--- config.mk ---
export PLATFORM = sky130hd
export DESIGN_NAME = ssd1306_spi_decoder
export DESIGN_NICKNAME = d
export VERILOG_FILES = /design/src/rtl/ssd1306_pkg.sv /design/src/rtl/spi_byte_rx.sv /design/src/rtl/ssd1306_spi_decoder.sv
export SDC_FILE = /design/constraint.sdc
export NUM_CORES = 1
export LEC_CHECK = 0
export ABC_AREA = 1
export CORE_MARGIN = 2
export CORE_UTILIZATION = 60
export DETAILED_ROUTE_END_ITERATION = 7
export GPL_TIMING_DRIVEN = 0
export PLACE_DENSITY = 0.77
export SLEW_MARGIN = 20
export SYNTH_ARGS = -nofsm -noshare
export SYNTH_HDL_FRONTEND = slang
export SYNTH_SLANG_ARGS = --single-unit
--- constraint.sdc ---
create_clock -name clk_i -period 5 [get_ports clk_i]
set_clock_uncertainty 0.15 [all_clocks]
set_input_delay 1 -clock clk_i [delete_from_list [all_inputs] [get_ports clk_i]]
set_output_delay 1 -clock clk_i [all_outputs]
set_load 0.01 [all_outputs]
--- src/rtl/ssd1306_pkg.sv ---
// Shared types, opcodes and geometry for the SSD1306 SPI front end.
package ssd1306_pkg;

  localparam int unsigned NUM_COLS  = 128;
  localparam int unsigned NUM_PAGES = 8;
  localparam int unsigned COL_W     = $clog2(NUM_COLS);
  localparam int unsigned PAGE_W    = $clog2(NUM_PAGES);

  typedef enum logic [1:0] {
    MODE_HORIZ = 2'd0,
    MODE_VERT  = 2'd1,
    MODE_PAGE  = 2'd2
  } mode_e;

  typedef enum logic {
    ST_CMD = 1'b0,
    ST_ARG = 1'b1
  } state_e;

  localparam logic [7:0] OP_SET_MODE  = 8'h20;
  localparam logic [7:0] OP_COL_ADDR  = 8'h21;
  localparam logic [7:0] OP_PAGE_ADDR = 8'h22;
  localparam logic [7:0] OP_CONTRAST  = 8'h81;

  // Number of argument bytes following an opcode; 0 for single-byte commands.
  function automatic logic [2:0] cmd_arg_count(input logic [7:0] op);
    case (op)
      8'h20, 8'h81, 8'h8D, 8'hA8, 8'hD3,
      8'hD5, 8'hD9, 8'hDA, 8'hDB:          cmd_arg_count = 3'd1;
      8'h21, 8'h22, 8'hA3:                 cmd_arg_count = 3'd2;
      8'h29, 8'h2A:                        cmd_arg_count = 3'd5;
      8'h26, 8'h27:                        cmd_arg_count = 3'd6;
      default:                             cmd_arg_count = 3'd0;
    endcase
  endfunction

endpackage

--- src/rtl/spi_byte_rx.sv ---
// Oversampling SPI byte receiver: synchronisers, SCLK rise detect, MSB-first
// shift register, chip-select abort.
module spi_byte_rx #(
  parameter int SYNC_STAGES = 2
) (
  input  logic       clk_i,
  input  logic       greset_i,
  input  logic       sclk_i,
  input  logic       mosi_i,
  input  logic       cs_n_i,
  input  logic       dc_i,
  output logic       byte_valid_o,
  output logic [7:0] byte_o,
  output logic       dc_o
);

  logic [SYNC_STAGES-1:0] sclk_sync_q;
  logic [SYNC_STAGES-1:0] mosi_sync_q;
  logic [SYNC_STAGES-1:0] cs_n_sync_q;
  logic [SYNC_STAGES-1:0] dc_sync_q;
  logic                   sclk_prev_q;
  logic [2:0]             bit_cnt_q;
  logic [6:0]             shift_q;
  logic                   valid_q;
  logic [7:0]             byte_q;
  logic                   dc_q;

  logic sclk_s;
  logic mosi_s;
  logic cs_n_s;
  logic dc_s;
  logic sclk_rise;

  assign sclk_s    = sclk_sync_q[SYNC_STAGES-1];
  assign mosi_s    = mosi_sync_q[SYNC_STAGES-1];
  assign cs_n_s    = cs_n_sync_q[SYNC_STAGES-1];
  assign dc_s      = dc_sync_q[SYNC_STAGES-1];
  assign sclk_rise = sclk_s & ~sclk_prev_q;

  always_ff @(posedge clk_i) begin
    if (!greset_i) begin
      sclk_sync_q <= '0;
      mosi_sync_q <= '0;
      cs_n_sync_q <= '1;
      dc_sync_q   <= '0;
      sclk_prev_q <= 1'b0;
      bit_cnt_q   <= 3'd0;
      shift_q     <= 7'd0;
      valid_q     <= 1'b0;
      byte_q      <= 8'd0;
      dc_q        <= 1'b0;
    end else begin
      sclk_sync_q <= {sclk_sync_q[SYNC_STAGES-2:0], sclk_i};
      mosi_sync_q <= {mosi_sync_q[SYNC_STAGES-2:0], mosi_i};
      cs_n_sync_q <= {cs_n_sync_q[SYNC_STAGES-2:0], cs_n_i};
      dc_sync_q   <= {dc_sync_q[SYNC_STAGES-2:0], dc_i};
      sclk_prev_q <= sclk_s;
      valid_q     <= 1'b0;
      // Deselect drops any partial byte; the counter wraps 7->0 on completion.
      if (cs_n_s) begin
        bit_cnt_q <= 3'd0;
      end else if (sclk_rise) begin
        shift_q   <= {shift_q[5:0], mosi_s};
        bit_cnt_q <= bit_cnt_q + 3'd1;
        if (bit_cnt_q == 3'd7) begin
          valid_q <= 1'b1;
          byte_q  <= {shift_q, mosi_s};
          dc_q    <= dc_s;
        end
      end
    end
  end

  assign byte_valid_o = valid_q;
  assign byte_o       = byte_q;
  assign dc_o         = dc_q;

endmodule

--- src/rtl/ssd1306_spi_decoder.sv ---
// SSD1306 command decoder and GDDRAM address generator feeding the framebuffer.
//   state  | meaning
//   ST_CMD | next command byte is an opcode
//   ST_ARG | next command byte is an argument of opcode_q (args_left_q remain)
module ssd1306_spi_decoder
  import ssd1306_pkg::*;
#(
  parameter int SYNC_STAGES = 2,
  parameter int FB_ADDR_W   = 10
) (
  input  logic                 clk_i,
  input  logic                 greset_i,
  input  logic                 spi_sclk_i,
  input  logic                 spi_mosi_i,
  input  logic                 spi_cs_n_i,
  input  logic                 spi_dc_i,
  output logic                 fb_we_o,
  output logic [FB_ADDR_W-1:0] fb_addr_o,
  output logic [7:0]           fb_wdata_o,
  output logic                 display_on_o,
  output logic                 display_invert_o,
  output logic [7:0]           contrast_o
);

  logic       rx_valid;
  logic [7:0] rx_byte;
  logic       rx_dc;

  spi_byte_rx #(
    .SYNC_STAGES(SYNC_STAGES)
  ) u_rx (
    .clk_i       (clk_i),
    .greset_i    (greset_i),
    .sclk_i      (spi_sclk_i),
    .mosi_i      (spi_mosi_i),
    .cs_n_i      (spi_cs_n_i),
    .dc_i        (spi_dc_i),
    .byte_valid_o(rx_valid),
    .byte_o      (rx_byte),
    .dc_o        (rx_dc)
  );

  state_e              state_q;
  mode_e               mode_q;
  logic [7:0]          opcode_q;
  logic [2:0]          args_left_q;
  logic [COL_W-1:0]    col_q, col_start_q, col_end_q;
  logic [PAGE_W-1:0]   page_q, page_start_q, page_end_q;
  logic                fb_we_q;
  logic [FB_ADDR_W-1:0] fb_addr_q;
  logic [7:0]          fb_wdata_q;
  logic                display_on_q;
  logic                display_invert_q;
  logic [7:0]          contrast_q;

  logic [COL_W-1:0]  col_d;
  logic [PAGE_W-1:0] page_d;
  logic [2:0]        arg_cnt;

  assign arg_cnt = cmd_arg_count(rx_byte);

  // Pointer after a data write. Plain increments wrap 127->0 / 7->0 by width,
  // which covers windows whose start lies beyond their end.
  always_comb begin
    col_d  = col_q + 1'b1;
    page_d = page_q;
    case (mode_q)
      MODE_HORIZ: begin
        if (col_q == col_end_q) begin
          col_d  = col_start_q;
          page_d = (page_q == page_end_q) ? page_start_q : page_q + 1'b1;
        end
      end
      MODE_VERT: begin
        col_d = col_q;
        if (page_q == page_end_q) begin
          page_d = page_start_q;
          col_d  = (col_q == col_end_q) ? col_start_q : col_q + 1'b1;
        end else begin
          page_d = page_q + 1'b1;
        end
      end
      default: ;
    endcase
  end

  always_ff @(posedge clk_i) begin
    if (!greset_i) begin
      state_q          <= ST_CMD;
      mode_q           <= MODE_PAGE;
      opcode_q         <= 8'd0;
      args_left_q      <= 3'd0;
      col_q            <= '0;
      col_start_q      <= '0;
      col_end_q        <= COL_W'(NUM_COLS - 1);
      page_q           <= '0;
      page_start_q     <= '0;
      page_end_q       <= PAGE_W'(NUM_PAGES - 1);
      fb_we_q          <= 1'b0;
      fb_addr_q        <= '0;
      fb_wdata_q       <= 8'd0;
      display_on_q     <= 1'b0;
      display_invert_q <= 1'b0;
      contrast_q       <= 8'h7F;
    end else begin
      fb_we_q <= 1'b0;
      if (rx_valid) begin
        if (rx_dc) begin
          fb_we_q    <= 1'b1;
          fb_addr_q  <= FB_ADDR_W'({page_q, col_q});
          fb_wdata_q <= rx_byte;
          col_q      <= col_d;
          page_q     <= page_d;
        end else if (state_q == ST_CMD) begin
          if (rx_byte[7:4] == 4'h0) begin
            col_q[3:0] <= rx_byte[3:0];
          end else if (rx_byte[7:4] == 4'h1) begin
            col_q[6:4] <= rx_byte[2:0];
          end else if (rx_byte[7:3] == 5'b10110) begin
            page_q <= rx_byte[2:0];
          end else if (rx_byte[7:1] == 7'b1010111) begin
            display_on_q <= rx_byte[0];
          end else if (rx_byte[7:1] == 7'b1010011) begin
            display_invert_q <= rx_byte[0];
          end else if (arg_cnt != 3'd0) begin
            opcode_q    <= rx_byte;
            args_left_q <= arg_cnt;
            state_q     <= ST_ARG;
          end
        end else begin
          args_left_q <= args_left_q - 3'd1;
          if (args_left_q == 3'd1) state_q <= ST_CMD;
          // Two-argument window commands: args_left_q==2 marks the first argument.
          case (opcode_q)
            OP_SET_MODE:  mode_q <= (rx_byte[1:0] == 2'd3) ? MODE_PAGE : mode_e'(rx_byte[1:0]);
            OP_CONTRAST:  contrast_q <= rx_byte;
            OP_COL_ADDR: begin
              if (args_left_q == 3'd2) begin
                col_start_q <= rx_byte[6:0];
                col_q       <= rx_byte[6:0];
              end else begin
                col_end_q   <= rx_byte[6:0];
              end
            end
            OP_PAGE_ADDR: begin
              if (args_left_q == 3'd2) begin
                page_start_q <= rx_byte[2:0];
                page_q       <= rx_byte[2:0];
              end else begin
                page_end_q   <= rx_byte[2:0];
              end
            end
            default: ;
          endcase
        end
      end
    end
  end

  assign fb_we_o          = fb_we_q;
  assign fb_addr_o        = fb_addr_q;
  assign fb_wdata_o       = fb_wdata_q;
  assign display_on_o     = display_on_q;
  assign display_invert_o = display_invert_q;
  assign contrast_o       = contrast_q;

endmodule

Word-level counts from Yosys, hierarchy flattened
Cells that the tools add are included.
- word-level logic and storage cells: 158
- bits of input ports: 6
- register bits after elaboration: 102
- output and inout bits: 29
- eq/ne operators: 44
- $add $sub $neg: 4
- muxes and demuxes: 39
- bitwise operators: 13
- reductions and logical operators: 31
- operators by type and width (operator ; number):
    8-bit by 6-bit == test with 1-bit output (second input constant) ; 10
    8-bit == test (second input constant) ; 10
    3-bit two-way mux ; 18
    7-bit two-way mux ; 6
    5-bit AND reduction ; 5
    8-bit AND reduction ; 3
    7-bit == test (second input constant) ; 2
    7-bit one-hot mux with 2 select lines ; 1
    1-bit NOT ; 12
    3-bit one-hot mux with 4 select lines ; 1
    3-bit nonzero test ; 4
    1-bit two-way mux ; 10
    2-bit inequality test (second input constant) ; 5
    3-bit by 1-bit inequality test with 1-bit output (second input constant) ; 3
    3-bit inequality test (second input constant) ; 3
    9-bit AND reduction ; 1
    9-bit OR reduction ; 1
    2-bit AND reduction ; 4
    4-bit AND reduction ; 2
    7-bit by 1-bit adder with 7-bit output (second input constant) ; 1
    7-bit == test ; 1
    7-bit AND reduction ; 1
    3-bit by 1-bit adder with 3-bit output (second input constant) ; 2
    3-bit by 2-bit inequality test with 1-bit output (second input constant) ; 2
    20 further kinds ; 23

Depth between registers and ports, before layout
Gate-level depths: netlist of the first run.
- depth in word-level cells: 11
- mapped depth: 13
- gate-level depth less buffers: 11

Modules after synthesis
Synthesis of the first run repeated with hierarchy kept, for this count alone.
- cell total of the unflattened synthesis: 672
- area total of the unflattened synthesis: 4859.7 um^2
- by module, submodules not included (module ; area an instance (um^2) ; seq. area each (um^2) ; cells each ; times used):
    ssd1306_spi_decoder ; 3716.1 ; 1461.4 ; 517 ; 1
    spi_byte_rx ; 1143.6 ; 580.6 ; 155 ; 1

Worst setup path after synthesis of the first run
No wires, ideal clock.
- path type: input -> register
- start: in greset_i
- end: reg col_end_q[3]
- stages on the path: 3
- library setup time: 138 ps
- arrival: 1670 ps
- slack: 3042 ps
- buffers on the path: 2
- data required time: 4712 ps
- cell sequence: buf_1 -> clkbuf_1 -> o211ai_1
- RTL lines (what ; RTL line ; text):
    from (decl) ; ssd1306_spi_decoder.sv:12 ; input logic greset_i,
    to (signal assigned) ; ssd1306_spi_decoder.sv:95 ; col_end_q <= COL_W'(NUM_COLS - 1);
    to (signal assigned) ; ssd1306_spi_decoder.sv:142 ; col_end_q <= rx_byte[6:0];
    to (decl) ; ssd1306_spi_decoder.sv:47 ; logic [COL_W-1:0] col_q, col_start_q, col_end_q;
No word-level cell between the ends.

==> reports/metrics.yaml, run 1 <==
detail_route.vias_per_cell: 5.50
drt-initial-drc-count: 369
worstSetupEndpointType: "flip-flop"
ys_seq_elements: 102
area_growth_pct: 14.2
synthesis.area_per_instance_um2: 7.51
number_of_vias_after_detailed_routing: 4274
leakagePower_nw: 2.29
clock_tree.buffer_depth: 2
synth.largest_area_cell: "sky130_fd_sc_hd__dfxtp_1"
wl_per_cell_um: 15.1
final-hold-violation-count: 0
port-buffer-count: 34
number_of_antenna_cells_inserted: 0
count_of_standard_cell_rows: 32
max_slew.worst_pin.slew_ns: 0.628
critical_path_required_ns: 5.15
share_seq_of_total_power: 0.598
power_frac_comb: 0.023
grt_start_max_net_pins: 20
synth_instances: 625
mappedNetlistArea_um2: 4690
power-per-cell-area_nw_per_um2: 255
yosysTopAreaCellShare: 0.435
path_max_fanout: 10
cts_setup_buffers: 0
setup_repair_after_global_routing_missed_its_margin: "no"
post_cts_resized: 0
path_clk_slew_ns: 0.11
status: "complete, no violations"
tns_ns: 0
cts_made_buffers: 9
synth.top_cells.by_area: "sky130_fd_sc_hd__dfxtp_1 44%, sky130_fd_sc_hd__nand2_1 9.4%, sky130_fd_sc_hd__a21oi_1 6.0%"
final_util: 0.700
post-route-period-util: 0.533
start_util: 0.613
finalSetupViolCount: 0
drt-pass1-iter-count: 5
max_freq_ghz: 0.375
criticalPathCategory: "in2reg"
final_wirelength_um: 11700
yosysSeqAreaShare: 0.435
drv_slew: 0
timing.hold.worst.class: "reg2reg"
tritoncts: "yes"
fin_nets: 683
grt_use_total: 0.285
grt_overflow_total: 0
design.die.area_um2: 8540
synth_fp_nets: 638
grt_first_pass_wirelength_um: 19100
timing.max_cap.violations: 0
final_routed_drc_violation_total: 0
total_core_area_um2: 7650
setup.worst_path.start_class: "input port"
post-route-worst-setup-slack_ns: 2.33
pre_cts_ws_ns: 1.98
relSlewSlack: 0.581
die-width_um: 92.4
p_sw_frac: 0.242
design_power_total_mw: 1.37
peakVddDrop_mv: 0.197
holdBufCountCts: 0
unique_masters_post_synth: 42
dp_hpwl_um: 8630
power_report.internal_total_mw: 1.04
worstPathArrival_ns: 2.82
synth_warnings: 0
boundaryPins: 35
total_switching_power_uw: 330
global_placer_s_final_weighted_congestion: 0.934
ant_nets: 0
share_of_final_layout_standard_cells_stronger_than_drive_strength_1: 0.0919
number_of_global_route_vias_before_repair: 3898
clk-insertion-delay-late_ns: 0.36
cts_num_sinks: 102
clock_tree.htree_level_count: 3
grt_antenna_before_repair: 0
final_period_minus_worst_setup_slack_ns: 2.67
die_height_um: 92.4
root_buffer: "sky130_fd_sc_hd__clkbuf_8"
power_frac_clock: 0.379
==> logic make-up after synthesis <==
logic type / count (synthesis) / synth area share
compound gates: 145 / 0.174
flops: 102 / 0.435
xor+xnor: 15 / 0.0280
simple gates: 258 / 0.254
fa+ha+maj: 7 / 0.0187
buf+inv: 98 / 0.0902
==> synth_stat cells (all sizes together) <==
master / number
inv: 68
and2: 1
ha: 7
nor3: 7
o21ai: 58
a21oi: 58
a311oi: 1
a211oi: 2
or2: 3
nor2: 78
o211ai: 19
dfxtp: 102
a22oi: 3
clkinv: 1
nand4: 8
nand2: 123
nor3b: 1
a21boi: 1
nor4: 2
a31oi: 1
clkbuf: 12
xor2: 9
xnor2: 6
nand3: 33
nand3b: 1
nand2b: 1
buf: 17
o22ai: 2
==> cells in the final DEF (no fill, tap or decap), drive strengths merged, types with 3 or more instances in the layout <==
cell type      instances
clkdlybuf4s50         34
xor2                   9
nand2                123
clkbuf                22
nor2                  78
xnor2                  6
nor3                   7
o21ai                 58
inv                   73
buf                   17
ha                     7
or2                    3
nand4                  8
nand3                 33
dfxtp                102
a21oi                 58
o211ai                19
a22oi                  3
==> critical path: stages <==
cell                              delay [ns]
sky130_fd_sc_hd__clkdlybuf4s50_1        0.53
sky130_fd_sc_hd__buf_1                  0.43
sky130_fd_sc_hd__clkbuf_1               0.47
sky130_fd_sc_hd__o21ai_0                0.22
sky130_fd_sc_hd__a21oi_1                0.16
==> metal layers <==
metal,vias to the layer above,track usage,share of wire
li1,2134,-,-
met1,1995,0.384,0.43
met2,128,0.474,0.48
met3,17,0.0325,0.066
met4,0,0.103,0.018
met5,-,0,0
==> area by class of cell <==
| type | instances | area, µm² |
|---|---|---|
| Buffer | 29 | 164 |
| Sequential cell | 102 | 2040 |
| Multi-Input combinational cell | 425 | 2230 |
| Timing Repair Buffer | 34 | 340 |
| Fill cell | 689 | 2290 |
| Tap cell | 102 | 128 |
| Clock buffer | 10 | 138 |
| Clock inverter | 6 | 60.1 |
| Inverter | 69 | 259 |
==> state kept, by name, indices dropped and copies added, names as in the netlist, 8 cells and up <==
name / flops
fb_addr_o: 10
fb_wdata_o: 8
opcode_q: 8
u_rx.byte_o: 8
contrast_o: 8
==> final timing paths <==
path,slack (ns),startpoint,cells past startpoint,to
worst max-delay path,2.33,greset_i,5,page_start_q[1]
worst min-delay path,0.27,u_rx.sclk_sync_q[0],2,u_rx.sclk_sync_q[1]
worst max register to register,3.01,u_rx.byte_o[5],10,opcode_q[4]
worst min register to register,0.27,u_rx.sclk_sync_q[0],2,u_rx.sclk_sync_q[1]
==> power by group through the flow <==
stage,Combinational (mW),Sequential [mW],Clock (mW)
4_1_cts,0.0308,0.817,0.525
6_report,0.0308,0.817,0.518
3_3_place_gp,0.0298,0.836,0
3_5_place_dp,0.0308,0.836,0
2_1_floorplan,0.0177,0.836,0
5_1_grt,0.0344,0.818,0.551
==> stage by stage <==
step	std cells	instance area, µm²	hold WS, ns
detailed placement	761	5160	0.250
global route	777	5360	0.290
floorplan	625	4690	0.240
global placement	761	5160	0.243
finish	777	5360	0.270
CTS	777	5360	0.273
(Power assumes the default switching activity.)
==> run 2: changes to the inputs <==
CORE_UTILIZATION = 58   (was 60)
PLACE_DENSITY = 0.75   (was 0.77)
clock period = 2.6 ns   (was 5 ns; I/O delays follow)
==> run 2 against run 1 <==
Against the previous run:
- die area grew 3.3%
- largest power group unchanged
- setup slack lost 1.8 ns
- power grew 90%
- count of clock-buffer cells in the layout shrank 1
- global-route usage shrank 0.35 points
- final cell count is the same
- non-clock buffer count is the same
- critical path depth is the same
- routed wire length grew 0.96%
- combinational power grew 95%
==> reports/metrics.yaml, run 2 (same netlist as run 1, synthesis figures left out) <==
status: "complete, no violations"  # unchanged
power-per-cell-area_nw_per_um2: 484  # was 255 nW/µm²
port-buffer-count: 34  # unchanged
postLayoutCellArea_um2: 5350  # was 5360 µm²
final-hold-violation-count: 0  # unchanged
numPlacedInstances: 761  # unchanged
stdcell_count: 777  # unchanged
drt-pass1-iter-count: 5  # unchanged
design.die.area_um2: 8820  # was 8540 µm²
peakVddDrop_mv: 0.328  # was 0.197 mV
worstSetupEndpointType: "flip-flop"  # unchanged
clk-insertion-delay-late_ns: 0.37  # was 0.36 ns
cts_setup_buffers: 0  # unchanged
global_placer_s_final_weighted_congestion: 0.985  # was 0.934
grt_start_max_net_pins: 20  # unchanged
post-route-period-util: 0.813
setup_repair_after_global_routing_missed_its_margin: "no"  # unchanged
tns_ns: 0  # unchanged
path_max_fanout: 10  # unchanged
drv_slew: 0  # unchanged
cts_num_sinks: 102  # unchanged
power_report.internal_total_mw: 1.96  # was 1.04 mW
multiInputGateArea_um2: 2230  # unchanged
finalSetupViolCount: 0  # unchanged
max_freq_ghz: 0.473
number_of_global_route_vias_before_repair: 3913  # was 3898
die_height_um: 93.9  # was 92.4 µm
p_sw_frac: 0.244  # was 0.242
layout.filler_cells: 679  # was 689
post-route-worst-setup-slack_ns: 0.486  # was 2.33 ns
cts_made_buffers: 9  # unchanged
holdBufCountCts: 0  # unchanged
final_wirelength_um: 11900  # was 11700 µm
die-width_um: 93.9  # was 92.4 µm
grt_use_total: 0.282  # was 0.285
share_of_final_layout_standard_cells_stronger_than_drive_strength_1: 0.0919  # unchanged
dp_hpwl_um: 8670  # was 8630 µm
grt_first_pass_wirelength_um: 19200  # was 19100 µm
pre_cts_ws_ns: 0.101  # was 1.98 ns
total_switching_power_uw: 633  # was 330 µW
worstPathArrival_ns: 2.27  # was 2.82 ns
postPlaceCellArea_um2: 5160  # unchanged
final_period_minus_worst_setup_slack_ns: 2.11
setup.worst_path.start_class: "input port"  # unchanged
critical_path_required_ns: 2.76  # was 5.15 ns
holdWs_ns: 0.271  # was 0.270 ns
drt-initial-drc-count: 326  # was 369
detail_route.vias_per_cell: 5.49  # was 5.50
design_power_total_mw: 2.59  # was 1.37 mW
criticalPathCategory: "in2reg"  # unchanged
number_of_vias_after_detailed_routing: 4269  # was 4274
cp_cell_sequence: "clkdlybuf4s50_1 > buf_1 > clkbuf_1 > o21ai_0 > a21oi_1"  # unchanged
timing.max_cap.violations: 0  # unchanged
post_cts_resized: 0  # unchanged
leakagePower_nw: 2.28  # was 2.29 nW
number_of_antenna_cells_inserted: 0  # unchanged
max_slew.worst_pin.slew_ns: 0.596  # was 0.628 ns
fin_nets: 683  # unchanged
final_routed_drc_violation_total: 0  # unchanged
grt_overflow_total: 0  # unchanged
grt_antenna_before_repair: 0  # unchanged
final_common_cell: "sky130_fd_sc_hd__nand2_1"  # unchanged
ff_latch_area_um2: 2040  # unchanged
area_growth_pct: 14.0  # was 14.2%
count_of_standard_cell_rows: 32  # unchanged
power_frac_clock: 0.370  # was 0.379
boundaryPins: 35  # unchanged
total_core_area_um2: 7770  # was 7650 µm²
final_util: 0.689  # was 0.700
cpMaxStageDelayCell: "sky130_fd_sc_hd__clkdlybuf4s50_1"  # unchanged
root_buffer: "sky130_fd_sc_hd__clkbuf_8"  # unchanged
wl_per_cell_um: 15.3  # was 15.1 µm
power_frac_comb: 0.023  # about the same
clock_tree.htree_level_count: 3  # unchanged
start_util: 0.604  # was 0.613
largest_register_ffs: 10  # unchanged
share_seq_of_total_power: 0.606  # was 0.598
ant_nets: 0  # unchanged
relSlewSlack: 0.603  # was 0.581
tritoncts: "yes"  # unchanged
timing.hold.worst.class: "reg2reg"  # unchanged
critical-path-max-stage-delay_ns: 0.51  # was 0.53 ns
clock_tree.buffer_depth: 2  # unchanged
layout.cells.most_common_list: "117 x sky130_fd_sc_hd__nand2_1, 102 x sky130_fd_sc_hd__dfxtp_1, 71 x sky130_fd_sc_hd__nor2_1"  # unchanged
path_clk_slew_ns: 0.10  # was 0.11 ns
==> run 2: cell types whose count changed in the layout (fill, tap and decap cells not counted) <==
cell,delta
sky130_fd_sc_hd__inv_8,-2
sky130_fd_sc_hd__clkbuf_8,-1
sky130_fd_sc_hd__clkinv_2,+1
sky130_fd_sc_hd__clkinv_8,+1
sky130_fd_sc_hd__clkinvlp_4,+1
==> run 2: power by group through the flow <==
stage          Clock, mW  Combinational [mW]  Sequential [mW]
3_3_place_gp           0              0.0581             1.61
6_report           0.959              0.0601             1.57
3_5_place_dp           0              0.0597             1.61
2_1_floorplan          0              0.0340             1.61
5_1_grt             1.03              0.0663             1.57
4_1_cts            0.973              0.0597             1.57
==> run 2: critical path, delay by kind of cell <==
family          cells  cell delay [ns]
compound gates      2             0.34
buf+inv             3             1.42
==> run 2: layer usage <==
metal / GRT usage / share of wire
met5: 0 / 0
met4: 0.0809 / 0.015
met1: 0.379 / 0.45
met2: 0.476 / 0.48
met3: 0.0353 / 0.058
==> run 2: cell type report <==
type / instances / share of cell area
multi-input combinational: 425 / 0.416
buffer: 29 / 0.0306
inverter: 69 / 0.0484
sequential: 102 / 0.382
clock inverter: 7 / 0.0124
clock buffer: 9 / 0.0232
tap: 102 / 0.0239
timing repair buffer: 34 / 0.0636
==> run 2: worst paths after layout <==
check                      startpoint                   to  slack (ns)  cells past startpoint
setup / recovery             greset_i      u_rx.shift_q[1]        0.49                      5
hold / removal    u_rx.mosi_sync_q[0]  u_rx.mosi_sync_q[1]        0.27                      2
setup reg to reg       u_rx.byte_o[4]          opcode_q[4]        0.57                      9
hold reg to reg   u_rx.mosi_sync_q[0]  u_rx.mosi_sync_q[1]        0.27                      2
==> run 3: changes to the inputs <==
clock period = 2 ns   (was 2.6 ns; I/O delays follow)
==> run 3 against run 2 <==
Against the previous run:
- register-to-register slack worse by 0.47 ns
- largest cell class unchanged
- sequential share of layout area shrank 0.79 points
- global-route usage unchanged
- routed wire length up 1.4%
- combinational power up 32%
- count of clock-buffer cells in the layout did not move
- clock power rose by 30%
- final cell count up 0.77%
- hold slack about the same
- highest routed layer unchanged
- power is 30% higher
- core utilization is 1.5 points higher
- die area did not move
- critical path type is now reg2reg
==> reports/metrics.yaml, run 3 (same netlist as run 1, synthesis figures left out) <==
port-buffer-count: 34  # unchanged
critical_path_required_ns: 2.12  # was 2.76 ns
start_util: 0.604  # unchanged
relSlewSlack: 0.598  # was 0.603
grt_overflow_total: 0  # unchanged
layout.filler_cells: 663  # was 679
power_frac_comb: 0.023  # about the same
holdBufCountCts: 0  # unchanged
power_report.internal_total_mw: 2.55  # was 1.96 mW
cts_num_sinks: 102  # unchanged
power-per-cell-area_nw_per_um2: 617  # was 484 nW/µm²
critPathBufInv: 2  # was 3
fin_nets: 689  # was 683
drt-initial-drc-count: 398  # was 326
critical-path-max-stage-delay_ns: 0.42  # was 0.51 ns
final-hold-violation-count: 0  # unchanged
r2r_slack_ns: 0.10  # was 0.57 ns
setup.worst_path.start_class: "flip-flop"  # was input port
leakagePower_nw: 2.31  # was 2.28 nW
numPlacedInstances: 761  # unchanged
final_common_cell: "sky130_fd_sc_hd__nand2_1"  # unchanged
clk-insertion-delay-late_ns: 0.38  # was 0.37 ns
power_frac_clock: 0.371  # was 0.370
finalSetupViolCount: 0  # unchanged
post-route-period-util: 0.950
die-width_um: 93.9  # unchanged
global_placer_s_final_weighted_congestion: 0.985  # unchanged
share_seq_of_total_power: 0.605  # was 0.606
clock_tree.buffer_depth: 2  # unchanged
area_growth_pct: 16.5  # was 14.0%
cp.depth: 11  # was 5
total_core_area_um2: 7770  # unchanged
final_period_minus_worst_setup_slack_ns: 1.90
stdcell_count: 783  # was 777
boundaryPins: 35  # unchanged
largest_register_ffs: 10  # unchanged
root_buffer: "sky130_fd_sc_hd__clkbuf_8"  # unchanged
clock_tree.htree_level_count: 3  # unchanged
wl_per_cell_um: 15.4  # was 15.3 µm
drv_slew: 0  # unchanged
critical_register_to_register_path_startpoint: "u_rx.byte_o[2]"  # was u_rx.byte_o[4]
grt_antenna_before_repair: 0  # unchanged
ant_nets: 0  # unchanged
total_switching_power_uw: 829  # was 633 µW
tritoncts: "yes"  # unchanged
grt_first_pass_wirelength_um: 19200  # unchanged
hold_path_depth: 2  # unchanged
drt-pass1-iter-count: 6  # was 5
timing.max_cap.violations: 0  # unchanged
worstHoldStart: "u_rx.sclk_sync_q[0]"  # was u_rx.mosi_sync_q[0]
worstPathArrival_ns: 2.02  # was 2.27 ns
dp_hpwl_um: 8670  # unchanged
cp_cell_sequence: "inv_1 > nand2_1 > inv_1 > nand2_1 > o211ai_1 > nand2_1 > nand3_4 > nand2_2 > nand3_1 > nand2_1 > nor2_1"  # was clkdlybuf4s50_1 > buf_1 > clkbuf_1 > o21ai_0 > a21oi_1
cts_made_buffers: 9  # unchanged
share_of_final_layout_standard_cells_stronger_than_drive_strength_1: 0.128  # was 0.0919
grt_start_max_net_pins: 20  # unchanged
timing.hold.worst.class: "reg2reg"  # unchanged
timing.critical_path.max_delay_family: "simple AND/OR/NAND/NOR gates"  # was buffers and inverters
worst_path_most_repeated_cell: "sky130_fd_sc_hd__nand2_1"
path_max_fanout: 10  # unchanged
final_wirelength_um: 12000  # was 11900 µm
layout.cells.most_common_list: "115 x sky130_fd_sc_hd__nand2_1, 101 x sky130_fd_sc_hd__dfxtp_1, 68 x sky130_fd_sc_hd__nor2_1"  # was 117 x sky130_fd_sc_hd__nand2_1, 102 x sky130_fd_sc_hd__dfxtp_1, 71 x sky130_fd_sc_hd__nor2_1
number_of_antenna_cells_inserted: 0  # unchanged
cpMaxStageDelayCell: "sky130_fd_sc_hd__dfxtp_1"  # was sky130_fd_sc_hd__clkdlybuf4s50_1
worstSetupEndpointType: "flip-flop"  # unchanged
number_of_vias_after_detailed_routing: 4280  # was 4269
status: "complete, no violations"  # unchanged
final_routed_drc_violation_total: 0  # unchanged
number_of_global_route_vias_before_repair: 3913  # unchanged
whs_endpoint: "u_rx.sclk_sync_q[1]"  # was u_rx.mosi_sync_q[1]
criticalPathCategory: "reg2reg"  # was in2reg
worstReg2RegEnd: "args_left_q[0]"  # was opcode_q[4]
grt_use_total: 0.282  # unchanged
peakVddDrop_mv: 0.427  # was 0.328 mV
setup_repair_after_global_routing_missed_its_margin: "yes"  # was no
postPlaceCellArea_um2: 5160  # unchanged
max_freq_ghz: 0.526
count_of_standard_cell_rows: 32  # unchanged
worst_reg_to_reg_path_cell_count: 11  # was 9
detail_route.vias_per_cell: 5.47  # was 5.49
max_slew.worst_pin.slew_ns: 0.603  # was 0.596 ns
path_clk_slew_ns: 0.10  # about the same
p_sw_frac: 0.246  # was 0.244
die_height_um: 93.9  # unchanged
postLayoutCellArea_um2: 5470  # was 5350 µm²
tns_ns: 0  # unchanged
design.die.area_um2: 8820  # unchanged
run 3: timing repair:
item	in CTS	in global routing
gates resized for setup	1	23
pin swaps	0	1
setup endpoints to repair	2	49
setup buffers	0	6
run 3: power by group through the flow:
stage | registers (mW) | clock network [mW] | logic, mW
floorplan | 2.09 | 0 | 0.0441
global route | 2.04 | 1.35 | 0.0868
global placement | 2.09 | 0 | 0.0755
CTS | 2.04 | 1.27 | 0.0776
detailed placement | 2.09 | 0 | 0.0776
finish | 2.04 | 1.25 | 0.0793
run 3: final cells by class:
class,count,area [µm²],share of cell area
multi-input combinational,425,2280,0.417
sequential,102,2040,0.374
timing repair buffer,40,385,0.0705
inverter,69,270,0.0495
buffer,29,169,0.0309
tap,102,128,0.0234
clock buffer,9,124,0.0227
clock inverter,7,66.3,0.0121
run 3: how the worst max path moves through the flow:
stage	slack [ns]	to	start
6_report	0.10	args_left_q[0]	u_rx.byte_o[2]
5_1_grt	0.002	col_q[2]	args_left_q[0]
4_1_cts	0.01	opcode_q[6]	u_rx.byte_o[5]
3_5_place_dp	-0.38	fb_addr_o[8]	greset_i
3_3_place_gp	-0.33	page_end_q[1]	greset_i
2_1_floorplan	0.33	col_q[3]	args_left_q[0]
run 3: through the flow:
step / worst slack, ns / power (mW) / utilization / hold WS [ns]
floorplan: 0.327 / 2.13 / - / 0.240
global placement: -0.334 / 2.16 / 0.664 / 0.242
detailed placement: -0.379 / 2.17 / 0.664 / 0.250
CTS: 0.0109 / 3.39 / 0.689 / 0.273
global route: 0.00167 / 3.48 / 0.704 / 0.287
finish: 0.100 / 3.37 / 0.704 / 0.271
run 3: tightest hold or removal path, cell delays in order (launching register included):
cell                      delay, ns
sky130_fd_sc_hd__dfxtp_1       0.31
sky130_fd_sc_hd__nand2_1       0.05
sky130_fd_sc_hd__inv_1         0.03
run 3: routing by layer:
| metal | GRT usage | share of wire |
|---|---|---|
| met1 | 0.379 | 0.46 |
| met2 | 0.476 | 0.47 |
| met3 | 0.0353 | 0.052 |
| met4 | 0.0809 | 0.020 |
| met5 | 0 | 0 |
